[src/rtl/hazard_pkg.sv]
// Shared encodings for the hazard scoreboard: forward selects and mult/div start codes.
// Also fixes the width of the mult/div busy counter.
package hazard_pkg;

   typedef enum logic [1:0] {
      FW_NONE = 2'b00,
      FW_MEM  = 2'b01,
      FW_WB   = 2'b10
   } fwd_sel_t;

   typedef enum logic [1:0] {
      MD_NONE = 2'b00,
      MD_MUL  = 2'b01,
      MD_DIV  = 2'b10
   } md_op_t;

   localparam int MD_CNT_W = 4;

endpackage

[src/rtl/hazard_scoreboard_md_busy_ctr.sv]
// Mult/div busy tracker: a start loads the op latency, then the count runs down to zero.
// md_busy is registered and rises the cycle after a start; it never stalls anything itself.
module md_busy_ctr
   import hazard_pkg::*;
#(
   parameter int MUL_LAT = 5,
   parameter int DIV_LAT = 10
) (
   input  logic       clk,
   input  logic       reset,
   input  logic [1:0] md_start,
   output logic       md_busy
);

   typedef enum logic {IDLE = 1'b0, BUSY = 1'b1} md_state_t;

   md_state_t             state;
   logic [MD_CNT_W-1:0]   cnt;
   logic [MD_CNT_W-1:0]   cnt_nxt;

   // A start always wins, so it reloads a running op or one finishing this cycle.
   always_comb begin
      cnt_nxt = '0;
      if (md_start == MD_MUL) begin
         cnt_nxt = MD_CNT_W'(MUL_LAT);
      end else if (md_start == MD_DIV) begin
         cnt_nxt = MD_CNT_W'(DIV_LAT);
      end else if (cnt != '0) begin
         cnt_nxt = cnt - 1'b1;
      end
   end

   always_ff @(posedge clk) begin
      if (reset) begin
         cnt   <= '0;
         state <= IDLE;
      end else begin
         cnt   <= cnt_nxt;
         state <= (cnt_nxt != '0) ? BUSY : IDLE;
      end
   end

   assign md_busy = (state == BUSY);

endmodule

[src/rtl/hazard_scoreboard.sv]
// Hazard unit: combinational forwarding selects plus load-use, branch and mult/div stalls.
// Optional HAZARD_PERF_EN adds saturating stall/flush cycle counters.
module hazard_scoreboard
   import hazard_pkg::*;
#(
   parameter int REG_AW  = 5,
   parameter int MUL_LAT = 5,
   parameter int DIV_LAT = 10
) (
   input  logic              clk,
   input  logic              reset,
   input  logic [REG_AW-1:0] rs_d,
   input  logic [REG_AW-1:0] rt_d,
   input  logic              use_rs_d,
   input  logic              use_rt_d,
   input  logic              branch_d,
   input  logic              likely_d,
   input  logic              taken_d,
   input  logic              md_use_d,
   input  logic [REG_AW-1:0] rs_e,
   input  logic [REG_AW-1:0] rt_e,
   input  logic [REG_AW-1:0] wa_e,
   input  logic              we_e,
   input  logic              load_e,
   input  logic [REG_AW-1:0] wa_m,
   input  logic              we_m,
   input  logic              load_m,
   input  logic [REG_AW-1:0] wa_w,
   input  logic              we_w,
   input  logic [1:0]        md_start_e,
   output logic [1:0]        fwd_a_d,
   output logic [1:0]        fwd_b_d,
   output logic [1:0]        fwd_a_e,
   output logic [1:0]        fwd_b_e,
   output logic              stall_pc,
   output logic              stall_if_id,
   output logic              flush_id_ex,
   output logic              flush_if_id,
`ifdef HAZARD_PERF_EN
   output logic [31:0]       stall_cycles,
   output logic [31:0]       flush_cycles,
`endif
   output logic              md_busy
);

   logic load_use_stall;
   logic branch_stall;
   logic md_stall;
   logic any_stall;

   function automatic logic [1:0] fwd(input logic [REG_AW-1:0] src,
                                      input logic [REG_AW-1:0] wam, input logic wem,
                                      input logic [REG_AW-1:0] waw, input logic wew);
      if (src == '0)                    fwd = FW_NONE;
      else if (wem && (src == wam))     fwd = FW_MEM;
      else if (wew && (src == waw))     fwd = FW_WB;
      else                              fwd = FW_NONE;
   endfunction

   // A used, non-zero source matching a destination; r0 never creates a hazard.
   function automatic logic hit(input logic [REG_AW-1:0] src, input logic use_src,
                                input logic [REG_AW-1:0] dst);
      hit = use_src && (src != '0) && (src == dst);
   endfunction

   assign fwd_a_d = fwd(rs_d, wa_m, we_m, wa_w, we_w);
   assign fwd_b_d = fwd(rt_d, wa_m, we_m, wa_w, we_w);
   assign fwd_a_e = fwd(rs_e, wa_m, we_m, wa_w, we_w);
   assign fwd_b_e = fwd(rt_e, wa_m, we_m, wa_w, we_w);

   assign load_use_stall = load_e && we_e &&
                           (hit(rs_d, use_rs_d, wa_e) || hit(rt_d, use_rt_d, wa_e));

   // Branches compare in ID, so any EX result or a load still in MEM is too late to forward.
   assign branch_stall = branch_d &&
                         ((we_e && (hit(rs_d, use_rs_d, wa_e) || hit(rt_d, use_rt_d, wa_e))) ||
                          (load_m && we_m &&
                           (hit(rs_d, use_rs_d, wa_m) || hit(rt_d, use_rt_d, wa_m))));

   assign md_stall = md_use_d &&
                     (md_busy || (md_start_e == MD_MUL) || (md_start_e == MD_DIV));

   assign any_stall   = load_use_stall || branch_stall || md_stall;
   assign stall_pc    = any_stall;
   assign stall_if_id = any_stall;
   assign flush_id_ex = any_stall;
   assign flush_if_id = likely_d && !taken_d && !any_stall;

   md_busy_ctr #(
      .MUL_LAT (MUL_LAT),
      .DIV_LAT (DIV_LAT)
   ) u_md_busy_ctr (
      .clk      (clk),
      .reset    (reset),
      .md_start (md_start_e),
      .md_busy  (md_busy)
   );

`ifdef HAZARD_PERF_EN
   always_ff @(posedge clk) begin
      if (reset) begin
         stall_cycles <= '0;
         flush_cycles <= '0;
      end else begin
         if (any_stall && (stall_cycles != '1)) stall_cycles <= stall_cycles + 1'b1;
         if (flush_if_id && (flush_cycles != '1)) flush_cycles <= flush_cycles + 1'b1;
      end
   end
`endif

endmodule

[config.mk]
export PLATFORM = sky130hd
export DESIGN_NAME = hazard_scoreboard
export DESIGN_NICKNAME = d
export VERILOG_FILES = /design/src/rtl/hazard_pkg.sv /design/src/rtl/hazard_scoreboard_md_busy_ctr.sv /design/src/rtl/hazard_scoreboard.sv
export SDC_FILE = /design/constraint.sdc
export NUM_CORES = 1
export LEC_CHECK = 0
export CAP_MARGIN = 20
export CORE_MARGIN = 2
export CORE_UTILIZATION = 33
export CTS_CLUSTER_DIAMETER = 100
export CTS_CLUSTER_SIZE = 12
export DETAILED_ROUTE_END_ITERATION = 7
export GPL_TIMING_DRIVEN = 1
export PLACE_DENSITY = 0.76
export SYNTH_ARGS = -nofsm -noshare
export SYNTH_HDL_FRONTEND = slang
export SYNTH_HIERARCHICAL = 1
export SYNTH_SLANG_ARGS = --single-unit
[constraint.sdc]
create_clock -name clk -period 1.8 [get_ports clk]
set_clock_uncertainty 0.05 [all_clocks]
set_input_delay 0.36 -clock clk [delete_from_list [all_inputs] [get_ports clk]]
set_output_delay 0.36 -clock clk [all_outputs]
set_load 0.1 [all_outputs]
## Word-level counts from Yosys, hierarchy flattened

Index checks and enable logic that the tools add are counted.

| cells by class | value |
|---|---|
| bitwise logic cells | 0 |
| reductions and logical operators | 40 |
| $mul | 0 |
| div/mod/pow operators | 0 |
| $add $sub $neg | 1 |
| eq/ne operators | 12 |
| $lt $le $gt $ge | 0 |
| multiplexer cells | 16 |
| shifts and indexed selects | 0 |

Operators by type and width:

| cell | number |
|---|---|
| 5-bit == test | 10 |
| 2-bit two-way mux | 12 |
| 1-bit logical AND | 23 |
| 5-bit logical NOT | 4 |
| 4-bit two-way mux | 3 |
| 5-bit nonzero test | 2 |
| 4-bit nonzero test | 2 |
| 1-bit logical OR | 7 |
| 4-bit by 1-bit subtractor with 4-bit output (second input constant) | 1 |
| 2-bit by 1-bit == test with 1-bit output (second input constant) | 1 |
| 2-bit == test (second input constant) | 1 |
| 1-bit logical NOT | 2 |
| 1-bit two-way mux | 1 |

| storage, ports and cells | value |
|---|---|
| latch bits | 0 |
| register bits | 5 |
| bits of input ports | 50 |
| memories kept | 0 |
| word-level logic and storage cells | 71 |
| ROM bits | 0 |
| output and inout bits | 13 |
| bits in writable memories | 0 |

## Longest topological paths before layout

| depth | value |
|---|---|
| word-level depth | 11 |
| depth in mapped cells | 7 |
| gate-level depth less buffers | 5 |

## Modules after synthesis

The synthesis kept the hierarchy.

By module, submodules not included:

| module | cells an instance | times used | area each (µm²) | sequential area each (µm²) |
|---|---|---|---|---|
| hazard_scoreboard | 107 | 1 | 777.0 | 0.0 |
| md_busy_ctr | 25 | 1 | 231.5 | 100.1 |

## Worst setup path after synthesis

No wires, ideal clock.

| timing | value |
|---|---|
| path type | input -> output |
| start point | input port wa_w[1] |
| end point | output port fwd_a_d[1] |
| stages on the path | 5 |
| slack | -1.117 ns |
| data arrival time | 2.507 ns |
| buffers on the path | 1 |
| data required time | 1.390 ns |
| path through | clkbuf_1 > xor2_1 > nor4_1 > nand4_1 > a21oi_1 |

| on the way | value |
|---|---|
| longest elaborated chain between the ends | 5 |

RTL lines:

| what | line | RTL |
|---|---|---|
| start: declaration | hazard_scoreboard.sv:28 | `input logic [REG_AW-1:0] wa_w,` |
| 5-bit == test | hazard_scoreboard.sv:56 | `else if (wew && (src == waw)) fwd = FW_WB;` |
| 1-bit logical AND | hazard_scoreboard.sv:56 |  |
| 2-bit two-way mux | hazard_scoreboard.sv:56 |  |
| 2-bit two-way mux | hazard_scoreboard.sv:55 | `else if (wem && (src == wam)) fwd = FW_MEM;` |
| 2-bit two-way mux | hazard_scoreboard.sv:54 | `if (src == '0) fwd = FW_NONE;` |
| end: declaration | hazard_scoreboard.sv:31 | `output logic [1:0] fwd_a_d,` |

Every way passes these cells.

## Worst setup path in the final report

| timing | value |
|---|---|
| start point | input port wa_e[0] |
| end point | output port flush_id_ex |

| on the way | value |
|---|---|
| longest elaborated chain between the ends | 8 |
| elaborated cells between the ends (all ways) | 11 |
| classes of those cells | eq/ne (2); reduce/logical (9) |

RTL lines:

| what | line | RTL |
|---|---|---|
| start: declaration | hazard_scoreboard.sv:22 | `input logic [REG_AW-1:0] wa_e,` |
| 5-bit == test | hazard_scoreboard.sv:63 | `hit = use_src && (src != '0) && (src == dst);` |
| 1-bit logical AND | hazard_scoreboard.sv:63 |  |
| 1-bit logical OR (*) | hazard_scoreboard.sv:72, hazard_scoreboard.sv:76 |  |
| 1-bit logical AND | hazard_scoreboard.sv:76 | `((we_e && (hit(rs_d, use_rs_d, wa_e) \|\| hit(rt_d, use_rt_d, wa_e))) \|\|` |
| 1-bit logical OR | hazard_scoreboard.sv:76 |  |
| 1-bit logical AND | hazard_scoreboard.sv:75 | `assign branch_stall = branch_d &&` |
| 1-bit logical OR (*) (2 in a row) | hazard_scoreboard.sv:83 | `assign any_stall = load_use_stall \|\| branch_stall \|\| md_stall;` |
| end: declaration | hazard_scoreboard.sv:37 | `output logic flush_id_ex,` |

Mark *: on every way between the ends. The rest lies on a longest branch, timed or not.

==> results_dict.tcl <==
set metrics [dict create \
    status "complete, but fails checks" \
    violations "setup timing" \
    powerDensity_nw_per_um2 379 \
    synth_top_cell_area_share_pct 22.6 \
    critPathMaxFanout 3 \
    multi_input_area_um2 1170 \
    crit_slowest_cell "nor4_4" \
    fp.coreArea_um2 2980 \
    yosys_warnings 6 \
    maxCapViolations 0 \
    relSlewSlack_pct 80.7 \
    setup_ws_ps -578 \
    synth_top_family_by_area "XOR/XNOR gates" \
    grt_max_degree 7 \
    final_nets 293 \
    rows 20 \
    yosys.area_share.simple_pct 27.5 \
    final_cell_count_no_fill 275 \
    path_class "input port to primary output" \
    clkLatencyLatePin_ps 260 \
    die_w_um 59.3 \
    wire_per_inst_um 19.7 \
    max_stage_delay_ps 330 \
    via_per_inst 5.48 \
    worst-slew-pin-transition_ps 288 \
    place.gp.congestion 0.886 \
    period_minus_slack_ps 2380 \
    yosys.area.top_type "xor2_1" \
    path_clk_slew_ps 50 \
    tritoncts "yes" \
    placed_cells 263 \
    synth.most_common_cell "xor2_1" \
    vias 1507 \
    cts.sinks 5 \
    synthToLayoutAreaGrowth_pct 149 \
    min_path_type "flop to flop" \
    cp_data_required_time_ps 1390 \
    ys_ff_latch 5 \
    path_cells "dlygate4sd2_1 -> xnor2_1 -> nand4_1 -> nor4_4 -> a41oi_2 -> buf_4 -> nand2_4 -> buf_12" \
    cp.arrival_ps 1970 \
    cts_buffers 3 \
    initial_utilization_pct 33.9 \
    rsz0062_at_grt "true" \
    hpwl_um 3630 \
    max_freq_ghz 0.420 \
    drc 0 \
    n_fill_cell 160 \
    ant_nets 0 \
    finalInstanceArea_um2 2510 \
    ir_drop_uv 461 \
    grt_pass1_vias 1660 \
    cts_root_buffer "clkbuf_4" \
    drt_iter0_drc 66 \
    hold_buffers 0 \
    cts_buffer_depth 2 \
    grt_antenna_before_repair 0 \
    gr-usage-all-layers_pct 29.2 \
    critPathLaunchType "input port" \
    synthTopCellsByCount "26 x xor2_1, 24 x xnor2_1, 12 x nor2_1" \
    crit_buf_inv 3 \
    cp-end-kind "primary output" \
    io_buffers 62 \
    die-area_um2 3510 \
    crit_family "simple AND/OR/NAND/NOR gates" \
    synth_area_um2 1010 \
    synth.distinct_cells 36 \
    htreeDepth 1 \
    postSynth.asyncResetShare_pct 0 \
    drive_gt1_share_pct 58.7 \
    final_hold_viol_count 0 \
    dp_slack_ps -926 \
    synth.area.mux_share_pct 0 \
    yosys.area_share.xor_xnor_pct 43.4 \
    pin_count 63 \
    synth_nets 182 \
    leakagePower_nw 1.06 \
    crit_start "wa_e[0]" \
    seq_area_frac_synth_pct 9.93 \
    ys.flop_type "dfxtp_1" \
    drt-total-wl_um 5410 \
    seq_area_um2 101 \
    drv_slew 0 \
    place_area_um2 2190 \
    post-route-period-util_pct 132 \
    die_h_um 59.3 \
    avgSynthCellArea_um2 7.64 \
    dr.pass1.iters 5 \
    grt_overflow 0 \
    setup_violations 12 \
    syn_inst 132 \
    synthAdderAreaFrac_pct 1.12 \
    diodes 0 \
    hp-start "u_md_busy_ctr/cnt[3]" \
    synth-compound-area-share_pct 13.8 \
    grt_pass1_wl_um 7600 \
    synth_area_leaders "xor2_1 23%, xnor2_1 21%, dfxtp_1 9.9%" \
    synth_edf_count 0 \
    reg2reg_from "u_md_busy_ctr/cnt[1]" \
]
[final cells by class]
| class | instances | area share, % |
|---|---|---|
| Multi-Input combinational cell | 118 | 46.7 |
| Timing Repair Buffer | 113 | 46.3 |
| Sequential cell | 5 | 4.04 |
| Tap cell | 33 | 1.65 |
| Clock buffer | 4 | 1.05 |
| Inverter | 2 | 0.299 |
[report_power, final]
group	switching, mW	internal [mW]	total, mW
Combinational	0.346	0.330	0.676
Sequential	0.0131	0.121	0.134
Clock	0.0572	0.0845	0.142
[stage by stage]
step                total power, mW  TNS [ps]  hold slack [ps]  utilization, %
global placement              0.700     -7430              519            73.7
CTS                           0.895     -3340              594            79.8
finish                        0.952     -3670              590            84.3
global route                  0.988     -4330              664            84.3
detailed placement            0.720     -8090              597            73.7
floorplan                     0.429     -1800              372               -
[routing by layer]
layer  vias up  share of wire [%]  GRT usage [%]
met1       715                 37           30.5
met2        81                 53           52.7
met4         0                4.5           18.8
met3        24                5.1           5.24
li1        687                  -              -
met5         -                  0              0
[timing repair]
item	CTS	global route
endpoints found under the setup margin	12	12
pin swaps	29	21
setup buffers	6	3
cloned	0	0
gates resized for setup	160	27
[worst min-delay path: stages, from the launching register on]
cell     delay, ps
dfxtp_1        360
nor3_1          90
a31oi_1        150
[sequential cells by signal, summed over array words and instances (netlist names)]
register / flops
u_md_busy_ctr/md_busy: 1
u_md_busy_ctr/cnt: 4
[cell families (layout without fill, tap and decap cells)]
kind of cell / Yosys count / count (layout)
and+or+nand+nor: 49 / 49
buffers and inverters: 9 / 119
xor gates and xnor gates: 50 / 50
AOI/OAI and AO/OA: 18 / 18
adders and majority gates: 1 / 1
DFF: 5 / 5
[placed cells by master (no fill, tap or decap), types with 3 or more instances in the layout]
| cell type | instances |
|---|---|
| buf_2 | 8 |
| nor2_4 | 4 |
| xor2_1 | 19 |
| clkdlybuf4s15_2 | 4 |
| nand2_1 | 6 |
| xnor2_2 | 5 |
| nor4_2 | 3 |
| dlygate4sd2_1 | 9 |
| clkdlybuf4s50_1 | 12 |
| buf_12 | 13 |
| buf_6 | 22 |
| xor2_2 | 6 |
| nand4_1 | 4 |
| buf_4 | 38 |
| clkbuf_4 | 3 |
| xnor2_1 | 17 |
| dfxtp_1 | 4 |
| and4_4 | 3 |
| buf_8 | 5 |
| nor2_1 | 6 |
[final timing paths]
path,to,slack [ps],cells past startpoint
max,flush_id_ex,-580,8
min,u_md_busy_ctr/md_busy,590,2
min reg2reg,u_md_busy_ctr/md_busy,590,2
max reg2reg,u_md_busy_ctr/cnt[2],650,3
Note: power is estimated with default switching activity, not from simulation.
